==> config.mk <==
export PLATFORM = sky130hd
export DESIGN_NAME = muldiv_unit
export DESIGN_NICKNAME = d
export VERILOG_FILES = /design/src/rtl/muldiv_unit.sv
export SDC_FILE = /design/constraint.sdc
export NUM_CORES = 1
export LEC_CHECK = 0
export BUFFER_PORTS_ARGS = -buffer_cell sky130_fd_sc_hd__buf_2
export CORE_MARGIN = 2
export CORE_UTILIZATION = 35
export CTS_CLUSTER_SIZE = 14
export DETAILED_ROUTE_END_ITERATION = 10
export GPL_ROUTABILITY_DRIVEN = 0
export HOLD_SLACK_MARGIN = 0.03
export PLACE_DENSITY = 0.52
export SETUP_SLACK_MARGIN = 0.3
export SLEW_MARGIN = 15
export SYNTH_ARGS = -nofsm -noshare
export SYNTH_HDL_FRONTEND = slang
export SYNTH_SLANG_ARGS = --single-unit
==> constraint.sdc <==
create_clock -name clk -period 4 [get_ports clk]
set_input_delay 1.2 -clock clk [delete_from_list [all_inputs] [get_ports clk]]
set_output_delay 1.2 -clock clk [all_outputs]
set_load 0.03 [all_outputs]
==> src/rtl/muldiv_unit.sv <==
// Iterative 32-bit multiply/divide unit with architectural HI/LO registers.
// Each operation takes 34 edges: operand capture, 32 radix-2 steps, sign fix-up.
module muldiv_unit (
    input  logic        clk,
    input  logic        rst,
    input  logic        start,
    input  logic [1:0]  op,
    input  logic [31:0] A,
    input  logic [31:0] B,
    input  logic        hi_we,
    input  logic        lo_we,
    input  logic [31:0] wdata,
    output logic        busy,
    output logic        done,
    output logic        dbz,
    output logic [31:0] HI,
    output logic [31:0] LO
);

    typedef enum logic [1:0] {
        ST_IDLE = 2'd0,
        ST_ITER = 2'd1,
        ST_FIX  = 2'd2
    } state_t;

    function automatic logic [31:0] magnitude(input logic [31:0] value, input logic is_signed);
        logic [31:0] result;
        if (is_signed && value[31]) begin
            result = 32'd0 - value;
        end else begin
            result = value;
        end
        return result;
    endfunction

    function automatic logic [31:0] negate32(input logic [31:0] value, input logic do_neg);
        logic [31:0] result;
        if (do_neg) begin
            result = 32'd0 - value;
        end else begin
            result = value;
        end
        return result;
    endfunction

    function automatic logic [63:0] negate64(input logic [63:0] value, input logic do_neg);
        logic [63:0] result;
        if (do_neg) begin
            result = 64'd0 - value;
        end else begin
            result = value;
        end
        return result;
    endfunction

    state_t      state_r;
    state_t      state_s;
    logic        busy_r;
    logic        busy_s;
    logic        done_r;
    logic        done_s;
    logic        dbz_r;
    logic        dbz_s;
    logic        capture_s;
    logic        step_s;
    logic        fix_s;

    logic [1:0]  op_r;
    logic [31:0] a_raw_r;
    logic [31:0] mag_a_r;
    logic [31:0] mag_b_r;
    logic        neg_a_r;
    logic        neg_b_r;
    logic [4:0]  cnt_r;
    logic [32:0] hi_acc_r;
    logic [31:0] lo_acc_r;
    logic [31:0] hi_r;
    logic [31:0] lo_r;

    logic        cap_signed_s;
    logic [31:0] cap_mag_a_s;
    logic [31:0] cap_mag_b_s;
    logic [32:0] mul_sum_s;
    logic [32:0] div_shift_s;
    logic [33:0] div_diff_s;
    logic [32:0] hi_step_s;
    logic [31:0] lo_step_s;
    logic [63:0] prod_s;
    logic [31:0] quo_s;
    logic [31:0] rem_s;
    logic [31:0] hi_res_s;
    logic [31:0] lo_res_s;
    logic        dbz_res_s;

    // Next-state and control decode for the IDLE/ITER/FIX sequencer.
    always_comb begin
        state_s   = state_r;
        busy_s    = busy_r;
        done_s    = 1'b0;
        capture_s = 1'b0;
        step_s    = 1'b0;
        fix_s     = 1'b0;
        case (state_r)
            ST_IDLE: begin
                if (start) begin
                    state_s   = ST_ITER;
                    capture_s = 1'b1;
                    busy_s    = 1'b1;
                end else begin
                    state_s   = ST_IDLE;
                    busy_s    = 1'b0;
                end
            end
            ST_ITER: begin
                step_s = 1'b1;
                busy_s = 1'b1;
                if (cnt_r == 5'd31) begin
                    state_s = ST_FIX;
                end else begin
                    state_s = ST_ITER;
                end
            end
            ST_FIX: begin
                fix_s   = 1'b1;
                state_s = ST_IDLE;
                busy_s  = 1'b0;
                done_s  = 1'b1;
            end
            default: begin
                state_s = ST_IDLE;
                busy_s  = 1'b0;
            end
        endcase
        dbz_s = fix_s & dbz_res_s;
    end

    // Sequencer state and registered status outputs.
    always_ff @(posedge clk) begin
        if (rst) begin
            state_r <= ST_IDLE;
            busy_r  <= 1'b0;
            done_r  <= 1'b0;
            dbz_r   <= 1'b0;
        end else begin
            state_r <= state_s;
            busy_r  <= busy_s;
            done_r  <= done_s;
            dbz_r   <= dbz_s;
        end
    end

    // One radix-2 step: shift-add for multiply, restoring shift-subtract for divide.
    always_comb begin
        cap_signed_s = ~op[0];
        cap_mag_a_s  = magnitude(A, cap_signed_s);
        cap_mag_b_s  = magnitude(B, cap_signed_s);
        mul_sum_s    = lo_acc_r[0] ? (hi_acc_r + {1'b0, mag_a_r}) : hi_acc_r;
        div_shift_s  = {hi_acc_r[31:0], lo_acc_r[31]};
        div_diff_s   = {1'b0, div_shift_s} - {2'b00, mag_b_r};
        if (op_r[1]) begin
            if (div_diff_s[33]) begin
                hi_step_s = div_shift_s;
                lo_step_s = {lo_acc_r[30:0], 1'b0};
            end else begin
                hi_step_s = div_diff_s[32:0];
                lo_step_s = {lo_acc_r[30:0], 1'b1};
            end
        end else begin
            hi_step_s = {1'b0, mul_sum_s[32:1]};
            lo_step_s = {mul_sum_s[0], lo_acc_r[31:1]};
        end
    end

    // Sign fix-up of the unsigned magnitude result, plus the divide-by-zero override.
    always_comb begin
        prod_s = negate64({hi_acc_r[31:0], lo_acc_r}, ~op_r[0] & (neg_a_r ^ neg_b_r));
        quo_s  = negate32(lo_acc_r, ~op_r[0] & (neg_a_r ^ neg_b_r));
        rem_s  = negate32(hi_acc_r[31:0], ~op_r[0] & neg_a_r);
        if (!op_r[1]) begin
            hi_res_s  = prod_s[63:32];
            lo_res_s  = prod_s[31:0];
            dbz_res_s = 1'b0;
        end else if (mag_b_r == 32'd0) begin
            hi_res_s  = a_raw_r;
            lo_res_s  = 32'hFFFF_FFFF;
            dbz_res_s = 1'b1;
        end else begin
            hi_res_s  = rem_s;
            lo_res_s  = quo_s;
            dbz_res_s = 1'b0;
        end
    end

    // Operand capture and iteration datapath.
    always_ff @(posedge clk) begin
        if (rst) begin
            op_r     <= 2'b00;
            a_raw_r  <= 32'd0;
            mag_a_r  <= 32'd0;
            mag_b_r  <= 32'd0;
            neg_a_r  <= 1'b0;
            neg_b_r  <= 1'b0;
            cnt_r    <= 5'd0;
            hi_acc_r <= 33'd0;
            lo_acc_r <= 32'd0;
        end else if (capture_s) begin
            op_r     <= op;
            a_raw_r  <= A;
            mag_a_r  <= cap_mag_a_s;
            mag_b_r  <= cap_mag_b_s;
            neg_a_r  <= cap_signed_s & A[31];
            neg_b_r  <= cap_signed_s & B[31];
            cnt_r    <= 5'd0;
            hi_acc_r <= 33'd0;
            lo_acc_r <= op[1] ? cap_mag_a_s : cap_mag_b_s;
        end else if (step_s) begin
            hi_acc_r <= hi_step_s;
            lo_acc_r <= lo_step_s;
            cnt_r    <= cnt_r + 5'd1;
        end else begin
            cnt_r    <= cnt_r;
            hi_acc_r <= hi_acc_r;
            lo_acc_r <= lo_acc_r;
        end
    end

    // HI/LO: result write on fix-up, software writes only while not busy.
    always_ff @(posedge clk) begin
        if (rst) begin
            hi_r <= 32'd0;
            lo_r <= 32'd0;
        end else if (fix_s) begin
            hi_r <= hi_res_s;
            lo_r <= lo_res_s;
        end else begin
            if (hi_we && !busy_r) begin
                hi_r <= wdata;
            end
            if (lo_we && !busy_r) begin
                lo_r <= wdata;
            end
        end
    end

    assign busy = busy_r;
    assign done = done_r;
    assign dbz  = dbz_r;
    assign HI   = hi_r;
    assign LO   = lo_r;

endmodule

; ---- After elaboration in Yosys (flattened, before gate mapping)
; Cells that the tools add are included.
; W data, S select, Z words.
[word_totals]
reg_bits = 239
input_bits = 103
word_cells = 76
[op_classes]
add_sub_neg = 8
n_eq_ne = 3
mux = 31
bitwise_logic = 8
reduce_logical = 11
[op_table]
columns = operator, count
row1 = $mux W32, 16
row2 = $sub A1 B32 Y32 const A, 4
row3 = $mux W33, 3
row4 = $mux W64, 1
row5 = $sub A1 B64 Y64 const A, 1
row6 = $sub A33 B32 Y34, 1
row7 = $add A33 B32 Y33, 1
row8 = $logic_not A32 Y1, 1
row9 = $mux W1, 8
row10 = $reduce_bool A2 Y1, 3
row11 = $add A5 B1 Y5 const B, 1
row12 = $and A1 B1 Y1, 5
row13 = $eq A5 B5 Y1 const B, 1
row14 = $logic_and A1 B1 Y1, 4
row15 = $pmux W2 S2, 1
row16 = $eq A2 B1 Y1 const B, 1
row17 = $eq A2 B2 Y1 const B, 1
row18 = $logic_not A2 Y1, 1
row19 = $mux W2, 1
row20 = $not A1 Y1, 2
row21 = $pmux W1 S2, 1
row22 = $reduce_or A2 Y1, 1
row23 = $logic_not A1 Y1, 1
row24 = $xor A1 B1 Y1, 1

; ---- Depth between registers and ports, before layout
; Gate-level depths: netlist (run 1).
[depth]
ltp_word = 6
ltp_mapped = 14
depth_no_buf = 12

; ---- Worst setup path before layout (run 1)
; OpenSTA, ideal clock, no wires.
[synth_timing]
path_kind = in2reg
start = in A[6]
end = reg lo_acc_r[29]
setup_ns = 0.130
t_arrival_ns = 3.108
required_ns = 3.870
slack_ns = 0.761
cell_stages = 9
cell_sequence = or4_1 > nor3_1 > nand2_1 > nor2_1 > nand2_1 > o41ai_1 > xnor2_1 > a21oi_1 > o22ai_1
[synth_via]
elab_chain_cells = 4
[synth_rtl]
columns = element, line
row1 = start: declaration, 8  ; input logic [31:0] A,
row2 = $sub A1 B32 Y32, 29  ; result = 32'd0 - value;
row3 = $mux W32, 28  ; if (is_signed && value[31]) begin
row4 = $mux W32, 215  ; lo_acc_r <= op[1] ? cap_mag_a_s : cap_mag_b_s;
row5 = $mux W32, 206  ; end else if (capture_s) begin
row6 = end signal: assignment, 215
row7 = end signal: assignment, 218  ; lo_acc_r <= lo_step_s;
row8 = end signal: assignment, 223  ; lo_acc_r <= lo_acc_r;
row9 = end: declaration, 76  ; logic [31:0] lo_acc_r;
; Every way passes these cells.
; A chain may end at the register's enable or synchronous reset.

; ---- Worst setup path after layout (run 1)
[layout_timing]
start = reg mag_b_r[28]
end = reg hi_r[1] (netlist: HI[1])
[layout_via]
elab_chain_cells = 4
[layout_rtl]
columns = element, line
row1 = start: declaration, 71  ; logic [31:0] mag_b_r;
row2 = start signal: assignment, 210  ; mag_b_r <= cap_mag_b_s;
row3 = $logic_not A32 Y1, 183  ; end else if (mag_b_r == 32'd0) begin
row4 = $mux W32, 183
row5 = $mux W32, 179  ; if (!op_r[1]) begin
row6 = $mux W32, 232  ; end else if (fix_s) begin
row7 = end signal: assignment, 233  ; hi_r <= hi_res_s;
row8 = end signal: assignment, 237  ; hi_r <= wdata;
row9 = end: declaration, 77  ; logic [31:0] hi_r;
; Every way passes these cells.

==> impl_results.md, run 1 <==
- Status: finished, final reports clean
- CTS Sinks: 238
- Via count: about 19000
- Htree depth: 1
- Fin Setup TNS: 0 ns
- Max IR drop VDD: around 280 uV
- CP Launch Type: register
- CP endpoint kind: register
- DRC: 0
- Crit Path Max Fanout: 11
- GRT Residual Overflow: 0
- P_leak: about 8.2 nW
- Clock tree buffer depth: 3
- Iteration-0 DRC Markers: 2014
- Largest net degree at the start of global routing: 179
- Root Buffer Master: clkbuf_16
- Vias in the first global route: between 15000 and 20000
- Vias/cell: around 6
- Power Density: around 390 nW/um^2
- Die footprint: 53400 sq um
- Final design utilization: between 40 and 50%
- Clock latency on the worst-skew pair: between 0.6 and 0.7 ns
- Core Area: just over 50000 sq um
- Primary FF master, synth: dfxtp_1
- Slew Limit Headroom: 25.8%
- RR Startpoint: mag_b_r[28]$_SDFFE_PP0P_
- # setup viols final: 0
- FILL cells: 5336
- Total wire length: roughly 76000 um
- Cell depth of the worst flop-to-flop path: 8
- FF+latch count, synth: between 200 and 250
- Fin nets: 2703
- Die Ht: around 230 um
- Async set or reset register ratio after synthesis: 0%
- Fin cells: 3233
- Initial antenna violation count: 4
- First-pass GRT wire length: 112000 um
- Ports: 170
- HPWL after detailed placement: 59200 um
- CP Class: register to register
- Post-synthesis cell count: about 2400
- Dpl cells: 3175
- Least-Margin Pin Slew: 1.11 ns
- Hold Startpoint: LO[11]$_SDFFE_PP0P_
- Post-DRT Antenna Nets: 0
- CTS tree: built
- Leading cell type in the layout, fill and taps excluded: nand2_1
- Syn Area/Cell: 7.38 sq um
- Max Clk Rate: between 0.2 and 0.3 GHz
- Rows: 83
- Commonest cells after routing, fill and taps aside: nand2_1 (299), a21oi_1 (283), dfxtp_1 (237)
- Final min period: roughly 3.7 ns
- Hold Slack: about 0.45 ns
- Post-cts resize count: 0
- Worst Setup SP: mag_b_r[28]$_SDFFE_PP0P_
- Final Max Slew Viols: 0
- Register area share after synthesis: 26.4%
- Final period util: ~90%
- Post-Syn Area: between 15000 and 20000 sq um
- CTS buffer count: 31
- Hold_buf cts: 0
- Synth area leaders: dfxtp_1 (26%), a21oi_1 (7.9%), nand2_1 (6.2%)
- Post-synth EDFFs: 0
- PortBufs: 169
- Layout cells sized above 1: 14.1%
- Largest area contributor in the netlist: dfxtp_1
- Max-Cap Viols: 0
- Post-DR wirelength/cell: 23.5 um
- Setup Skew: just under 0.02 ns
- Syn_nets: 2620
- Fin. Hold Viols: 0
- Die width: ~230 um
- Area growth from synthesis to layout: 15.2%
- FF-to-FF End: HI[1]$_SDFFE_PP0P_
- Initial DRT Pass Iterations: 7
- Synth unique cells: 78
- WP data arrival: 4.14 ns
- Global-route total usage across every layer: between 20% and 30%
- Clk slew on worst S/H paths: 0.06 ns
- Worst EP required: around 4.5 ns
- Area share of the largest cell type after synthesis: 26.4%
- Synth warn: 0
- Unrepaired setup endpoints after global routing: no
- CP Capture Point: HI[1]$_SDFFE_PP0P_
- HP Class: register to register
- Initial Util: 35.3%
- Post-CTS Setup Bufs: 0
- Setup slack, reg-to-reg: 0.32 ns
-- synthesized netlist by cell type, types with 11 or more instances --
cell,number
dfxtp_1,238
or3_1,11
ha_1,70
o31ai_1,22
inv_1,64
mux2i_1,60
o21ai_0,108
o211ai_1,82
xor2_1,82
mux2_2,14
a211oi_1,80
nand2_1,300
or4_1,18
nand2b_1,16
nor4_1,27
nor2_1,219
a21oi_1,285
a21o_1,27
clkbuf_1,183
buf_1,13
nor2b_1,12
and3_1,16
a31oi_1,38
o221ai_1,41
nor3_1,67
a221oi_1,12
xnor2_1,115
o21bai_1,13
nand3_1,30
nand4_1,16
-- power breakdown --
part           total, W  leakage [nW]  internal (W)  switching, W
Sequential      0.00275          1.96       0.00254      0.000210
Combinational   0.00238          5.76      0.000843       0.00154
Clock           0.00298         0.533       0.00181       0.00117
Total           0.00812          8.25       0.00519       0.00292
-- worst min path at each step --
stage / cells past startpoint / slack, ns / end
after floorplan: 2 / 0.43 / a_raw_r[31]$_SDFFE_PP0P_
after global placement: 2 / 0.44 / HI[31]$_SDFFE_PP0P_
after detailed placement: 2 / 0.44 / HI[22]$_SDFFE_PP0P_
after CTS: 2 / 0.45 / HI[18]$_SDFFE_PP0P_
after global routing: 2 / 0.46 / HI[22]$_SDFFE_PP0P_
final: 2 / 0.45 / LO[11]$_SDFFE_PP0P_
-- cell type report --
class | instances | area [sq um] | share of cell area, %
Clock buffer | 43 | 891 | 4.28
Timing Repair Buffer | 255 | 1550 | 7.44
Multi-Input combinational cell | 1937 | 12300 | 59.1
Tap cell | 680 | 851 | 4.09
Inverter | 65 | 244 | 1.17
Clock inverter | 13 | 194 | 0.933
Sequential cell | 238 | 4770 | 22.9
Antenna cell | 2 | 5.00 | 0.0241
-- per-layer routing --
metal	share of wire [%]	GRT usage, %
met2	43	42.5
met4	4.0	9.80
met1	44	37.9
met5	0.033	0.0919
met3	8.2	5.46
-- worst max-delay path, stage by stage (launching register included) --
cell and delay (ns):
dfxtp_1 0.38, nor4_1 0.38, nand2_1 0.19, nor4_4 0.77, nand2b_1 0.58, a21oi_1 0.09
a2111oi_0 0.85, buf_4 0.24, a2111oi_1 0.04
-- cells by family (layout without fill, tap and decap cells) --
| group | after synthesis | in the layout | share of synthesized area (%) |
|---|---|---|---|
| AO/OA/AOI/OAI | 821 | 821 | 29.6 |
| multiplexers | 74 | 74 | 4.20 |
| buffers and inverters | 270 | 376 | 5.71 |
| other | 0 | 2 | 0 |
| XOR/XNOR | 197 | 197 | 9.56 |
| adder cells (fa/ha/maj) | 72 | 72 | 5.08 |
| AND/OR/NAND/NOR | 773 | 773 | 19.5 |
| flip-flops | 238 | 238 | 26.4 |
-- flip-flops by register name, summed over array words and instances (netlist names), 5 cells and up --
name / count
mag_b_r: 32
cnt_r: 5
lo_acc_r: 32
HI: 32
hi_acc_r: 33
mag_a_r: 31
a_raw_r: 32
LO: 32
-- through the flow --
stage | worst slack (ns) | power [W] | area (sq um)
after detailed placement | 0.278 | 0.00513 | 19700
after global routing | 0.320 | 0.00846 | 20800
after CTS | 0.456 | 0.00812 | 20800
after floorplan | 0.761 | 0.00429 | 18000
final | 0.319 | 0.00812 | 20800
after global placement | 0.364 | 0.00511 | 19700
Power figures use the tool's default switching activity.
==> run 2, diff against run 1 <==
- CORE_UTILIZATION: 35 -> 40
- PLACE_DENSITY: 0.52 -> 0.58
==> run 2 against run 1 <==
Effect of this change:
- cell count shrank 2.9%
- largest cell class unchanged
- maximum frequency is 6.1% higher
- global-route usage is 3.0 points higher
==> impl_results.md, run 2 (synthesis results as in run 1) <==
- Final period util: around 87%
- Initial DRT Pass Iterations: 6
- Switch Pwr: between 0.002 and 0.003 W
- FILL cells: about 4500
- CP Launch Type: register
- Global-route total usage across every layer: 30.5%
- Die footprint: 46800 sq um
- Crit path depth: 10
- CTS tree: built
- Leading cell type in the layout, fill and taps excluded: nand2_1
- Max Clk Rate: a little under 0.3 GHz
- Final Max Slew Viols: 0
- Htree depth: 1
- Post-DP Area: around 20000 sq um
- CP Capture Point: HI[1]$_SDFFE_PP0P_
- Iteration-0 DRC Markers: approximately 2300
- Max IR drop VDD: approximately 350 uV
- Register Area: about 4800 sq um
- Most flops, register: hi_acc_r
- CP Class: register to register
- Vias in the first global route: ~18000
- Switching share of power: around 36%
- Cell family with the largest share of critical-path delay: simple AND/OR/NAND/NOR gates
- Power Density: 390 nW/um^2
- Unrepaired setup endpoints after global routing: no
- Least-Margin Pin Slew: between 1 and 1.5 ns
- Fin nets: ~2700
- # setup viols final: 0
- Die width: around 220 um
- Post-DR wirelength/cell: 23.8 um
- CTS buffer count: 29
- Total wire length: 74600 um
- Cell depth of the worst flop-to-flop path: 10
- CP max-delay cell: a2111oi_0
- CP max stage delay: about 0.67 ns
- Hold depth: 2
- Rows: between 70 and 80
- PortBufs: approximately 170
- Die Ht: 216 um
- CTS Sinks: between 200 and 250
- First-pass GRT wire length: roughly 110000 um
- Max-Cap Viols: 0
- Ports: 170
- Area growth from synthesis to layout: 14.1%
- Max FFs per register: 33
- Hold_buf cts: 0
- Clk slew on worst S/H paths: 0.06 ns
- WP data arrival: 3.89 ns
- Root Buffer Master: clkbuf_16
- Via count: about 20000
- Clock Power Share: approximately 36%
- Fin. Hold Viols: 0
- Seq pwr share: 34.4%
- Initial Util: about two fifths
- Layout cells sized above 1: about 14%
- Worst EP required: around 4.4 ns
- HP Class: register to register
- Clock tree buffer depth: 3
- CP bufs+invs: 1
- Core Area: around 44000 sq um
- Fin Setup TNS: 0 ns
- P_leak: 8.20 nW
- HPWL after detailed placement: approximately 57000 um
- Cell Int Power: just over 0.005 W
- Final min period: 3.47 ns
- CP endpoint kind: register
- GRT Residual Overflow: 0
- Post-DRT Antenna Nets: 0
- Setup Skew: 0.0233 ns
- Status: finished, final reports clean
- Crit Path Max Fanout: 8
- Post-cts resize count: 0
- Worst Setup SP: lo_acc_r[4]$_SDFFE_PP0N_
- DRC: 0
- Slew Limit Headroom: a little over a quarter
- FF-to-FF End: HI[1]$_SDFFE_PP0P_
- Setup slack, reg-to-reg: 0.53 ns
- Post-CTS Setup Bufs: 0
- Commonest cells after routing, fill and taps aside: nand2_1 (299), a21oi_1 (283), dfxtp_1 (237)
- Initial antenna violation count: 6
- Post-route cell area: between 20000 and 25000 sq um
- Multi-input logic area: about 12000 sq um
- Clock latency on the worst-skew pair: 0.59 ns
- Largest net degree at the start of global routing: ~200
- Comb power frac: 29.5%
- RR Startpoint: lo_acc_r[4]$_SDFFE_PP0N_
- Vias/cell: around 6.2
- CP cell instances: or4_1, nor3_2, and3_1, nand2_1, o21ai_1, xnor2_1, nor2_1, a2111oi_0, buf_4, a2111oi_1
[run 2: cell types whose count changed in the layout (fill, tap and decap cells not counted), sizes merged]
cell | previous run | this run
diode | 2 | 5
clkbuf | 43 | 40
inv | 65 | 66
buf | 255 | 250
bufinv | 4 | 5
clkinv | 8 | 5
[run 2: tightest hold or removal path, cell delays in order (launching register included)]
cell and delay, ns:
dfxtp_1 0.30, nand2_1 0.05, a21oi_1 0.05
[run 2: worst min path at each step]
stage,startpoint,endpoint,slack (ns)
2_1_floorplan,a_raw_r[31]$_SDFFE_PP0P_,a_raw_r[31]$_SDFFE_PP0P_,0.43
3_3_place_gp,LO[15]$_SDFFE_PP0P_,LO[15]$_SDFFE_PP0P_,0.44
3_5_place_dp,LO[16]$_SDFFE_PP0P_,LO[16]$_SDFFE_PP0P_,0.44
4_1_cts,LO[12]$_SDFFE_PP0P_,LO[12]$_SDFFE_PP0P_,0.45
5_1_grt,HI[6]$_SDFFE_PP0P_,HI[6]$_SDFFE_PP0P_,0.47
6_report,LO[12]$_SDFFE_PP0P_,LO[12]$_SDFFE_PP0P_,0.45
[run 2: cell type report]
cell class / count / area share (%)
inverter: 65 / 1.18
multi-input combinational: 1937 / 59.7
clock buffer: 40 / 4.02
tap: 592 / 3.60
sequential: 238 / 23.2
clock inverter: 12 / 0.990
timing repair buffer: 250 / 7.27
antenna: 5 / 0.0608
[run 2: layer usage]
layer / up-vias / global-route usage (%) / share of wire [%]
met3: 147 / 5.35 / 9.3
met1: 9400 / 42.9 / 44
met2: 975 / 46.8 / 43
li1: 9061 / - / -
met5: - / 0 / 0.048
met4: 6 / 10.6 / 3.7
[run 2: metrics by stage]
step	worst slack, ns	instances	power (W)	utilization [%]	hold slack, ns
finish	0.530	3139	0.00803	46.4	0.448
CTS	0.612	3134	0.00799	46.3	0.453
detailed placement	0.416	3082	0.00511	44.0	0.444
global placement	0.423	3082	0.00509	44.0	0.438
floorplan	0.761	2445	0.00429	-	0.433
global route	0.374	3134	0.00834	46.3	0.466
[run 2: power groups by stage]
| stage | combinational, W | sequential [W] | clock, W |
|---|---|---|---|
| 5_1_grt | 0.00255 | 0.00277 | 0.00302 |
| 3_5_place_dp | 0.00231 | 0.00280 | 0 |
| 6_report | 0.00237 | 0.00276 | 0.00289 |
| 3_3_place_gp | 0.00229 | 0.00280 | 0 |
| 4_1_cts | 0.00232 | 0.00275 | 0.00292 |
| 2_1_floorplan | 0.00153 | 0.00277 | 0 |
==> run 3, diff against run 2 <==
- CELL_PAD_IN_SITES_DETAIL_PLACEMENT: unset -> 1
- CELL_PAD_IN_SITES_GLOBAL_PLACEMENT: unset -> 2
- CORE_UTILIZATION: 40 -> 35
- PLACE_DENSITY: 0.58 -> 0.81
- clock period: 4 -> 3.85 ns (I/O delays scaled with it)
==> run 3 against run 2 <==
Effect of this change:
- maximum frequency down 0.84%
- critical path type unchanged
- worst setup slack got worse by 0.18 ns
- via count shrank 0.23%
- cell area increased by 1.3%
- clock skew grew 0.0062 ns
- combinational power rose by 8%
- largest power group unchanged
- first-iteration DRC count decreased by 28%
- count of clock-buffer cells in the layout increased by 2
- highest routed layer is now met4
- sequential power is 4% higher
==> impl_results.md, run 3 (synthesis results as in run 1) <==
- Crit Path Max Fanout: 5
- Fin Setup TNS: 0 ns
- Cell depth of the worst flop-to-flop path: 10
- HP Class: register to register
- Vias/cell: between 6 and 7
- Hold Slack: 0.450 ns
- Layout cells sized above 1: about 15%
- CTS Sinks: ~240
- Max-Cap Viols: 0
- FILL cells: roughly 6400
- Max IR drop VDD: 349 uV
- CP Class: register to register
- Setup Skew: a little under 0.03 ns
- Initial Util: between 30% and 40%
- PortBufs: between 150 and 200
- Htree depth: 1
- Die Ht: around 230 um
- Post-DRT Antenna Nets: 0
- Iteration-0 DRC Markers: between 1500 and 2000
- Power Density: 409 nW/um^2
- Final period util: just over 90%
- Final min period: approximately 3.5 ns
- Pre-CTS worst setup slack: about 0.12 ns
- CP endpoint kind: register
- Hold_buf cts: 0
- HPWL after detailed placement: 64000 um
- Initial DRT Pass Iterations: 5
- Post-DR wirelength/cell: 25.4 um
- Ports: between 150 and 200
- Least-Margin Pin Slew: 1.11 ns
- Fin. Hold Viols: 0
- Setup ws final: ~0.35 ns
- P_leak: 8.29 nW
- GRT Residual Overflow: 0
- Slew Limit Headroom: between 20 and 30%
- Via count: roughly 20000
- Commonest cells after routing, fill and taps aside: nand2_1 (299), a21oi_1 (283), dfxtp_1 (236)
- Clk slew on worst S/H paths: 0.06 ns
- Root Buffer Master: clkbuf_16
- CTS tree: built
- Unrepaired setup endpoints after global routing: no
- Die width: around 230 um
- CP Launch Type: register
- Hold depth: 2
- Leading cell type in the layout, fill and taps excluded: nand2_1
- Vias in the first global route: about 19000
- DRC: 0
- # setup viols final: 0
- Max Clk Rate: 0.286 GHz
- Number of antenna diodes: 0
- Worst EP required: between 4 and 5 ns
- WP data arrival: between 4 and 5 ns
- Initial antenna violation count: 1
- Clock latency on the worst-skew pair: just over 0.6 ns
- Status: finished, final reports clean
- Die footprint: approximately 53000 sq um
- Final Max Slew Viols: 0
- Total wire length: 82300 um
- Core Area: roughly 51000 sq um
- Area growth from synthesis to layout: 15.7%
- Max FFs per register: 33
- CTS buffer count: 31
- Clock tree buffer depth: 3
- First-pass GRT wire length: between 100000 and 150000 um
- Fin nets: 2713
- Largest net degree at the start of global routing: 159
- Global-route total usage across every layer: slightly below 30%
- Most flops, register: hi_acc_r
- Rows: 83
run 3: changes by cell type in the layout (fill, tap and decap cells not counted), sizes merged:
cell      previous run  this run
buf                250       265
diode                5         0
clkbuf              40        42
clkinv               5         7
clkinvlp             1         3
bufinv               5         4
inv                 66        65
run 3: final cells by class:
cell class                      instances  area, sq um  share of cell area [%]
Multi-Input combinational cell       1937        12300                    59.0
Sequential cell                       238         4770                    22.9
Timing Repair Buffer                  265         1620                    7.78
Clock buffer                           42          887                    4.25
Tap cell                              680          851                    4.08
Inverter                               65          244                    1.17
Clock inverter                         14          185                   0.887
run 3: worst paths after layout:
| path | start | endpoint | slack, ns |
|---|---|---|---|
| worst min register to register | LO[4]$_SDFFE_PP0P_ | LO[4]$_SDFFE_PP0P_ | 0.45 |
| worst max register to register | hi_acc_r[0]$_SDFFE_PP0N_ | HI[26]$_SDFFE_PP0P_ | 0.35 |
| worst min-delay path | LO[4]$_SDFFE_PP0P_ | LO[4]$_SDFFE_PP0P_ | 0.45 |
| worst max-delay path | hi_acc_r[0]$_SDFFE_PP0N_ | HI[26]$_SDFFE_PP0P_ | 0.35 |
run 3: per-stage QoR:
step	cell area, sq um	std cells	utilization (%)	total power [W]
detailed placement	19800	3185	38.7	0.00541
global route	20900	3241	40.8	0.00888
finish	20900	3241	40.8	0.00854
global placement	19800	3185	38.7	0.00536
CTS	20900	3241	40.8	0.00852
floorplan	18000	2445	-	0.00446
run 3: per-layer routing:
metal / part of all wire [%] / global-route usage, % / vias to the layer above
li1: - / - / 9083
met1: 44 / 40.3 / 9627
met2: 45 / 47.6 / 691
met3: 6.9 / 5.00 / 142
met4: 3.9 / 11.2 / 0
met5: 0 / 0 / -
run 3: worst max-delay path: stages, from the launching register on:
cell and delay, ns:
dfxtp_1 0.37, inv_1 0.18, ha_1 0.42, or3b_2 0.55, nor4_1 0.58, a31oi_1 0.31, xor2_1 0.23, mux2i_1 0.09
o211ai_1 0.36, o211ai_1 0.15, a21oi_1 0.17
run 3: report_power, final:
| part | switching (W) | leakage [nW] | internal, W | total, W |
|---|---|---|---|---|
| clock | 0.00124 | 0.522 | 0.00187 | 0.00311 |
| sequential | 0.000222 | 1.96 | 0.00264 | 0.00286 |
| combinational | 0.00167 | 5.81 | 0.000896 | 0.00257 |
run 3: what timing repair did:
action / in CTS / in global routing
buffers inserted: 0 / 0
endpoints found under the setup margin: 0 / 2
resized for setup: 0 / 3
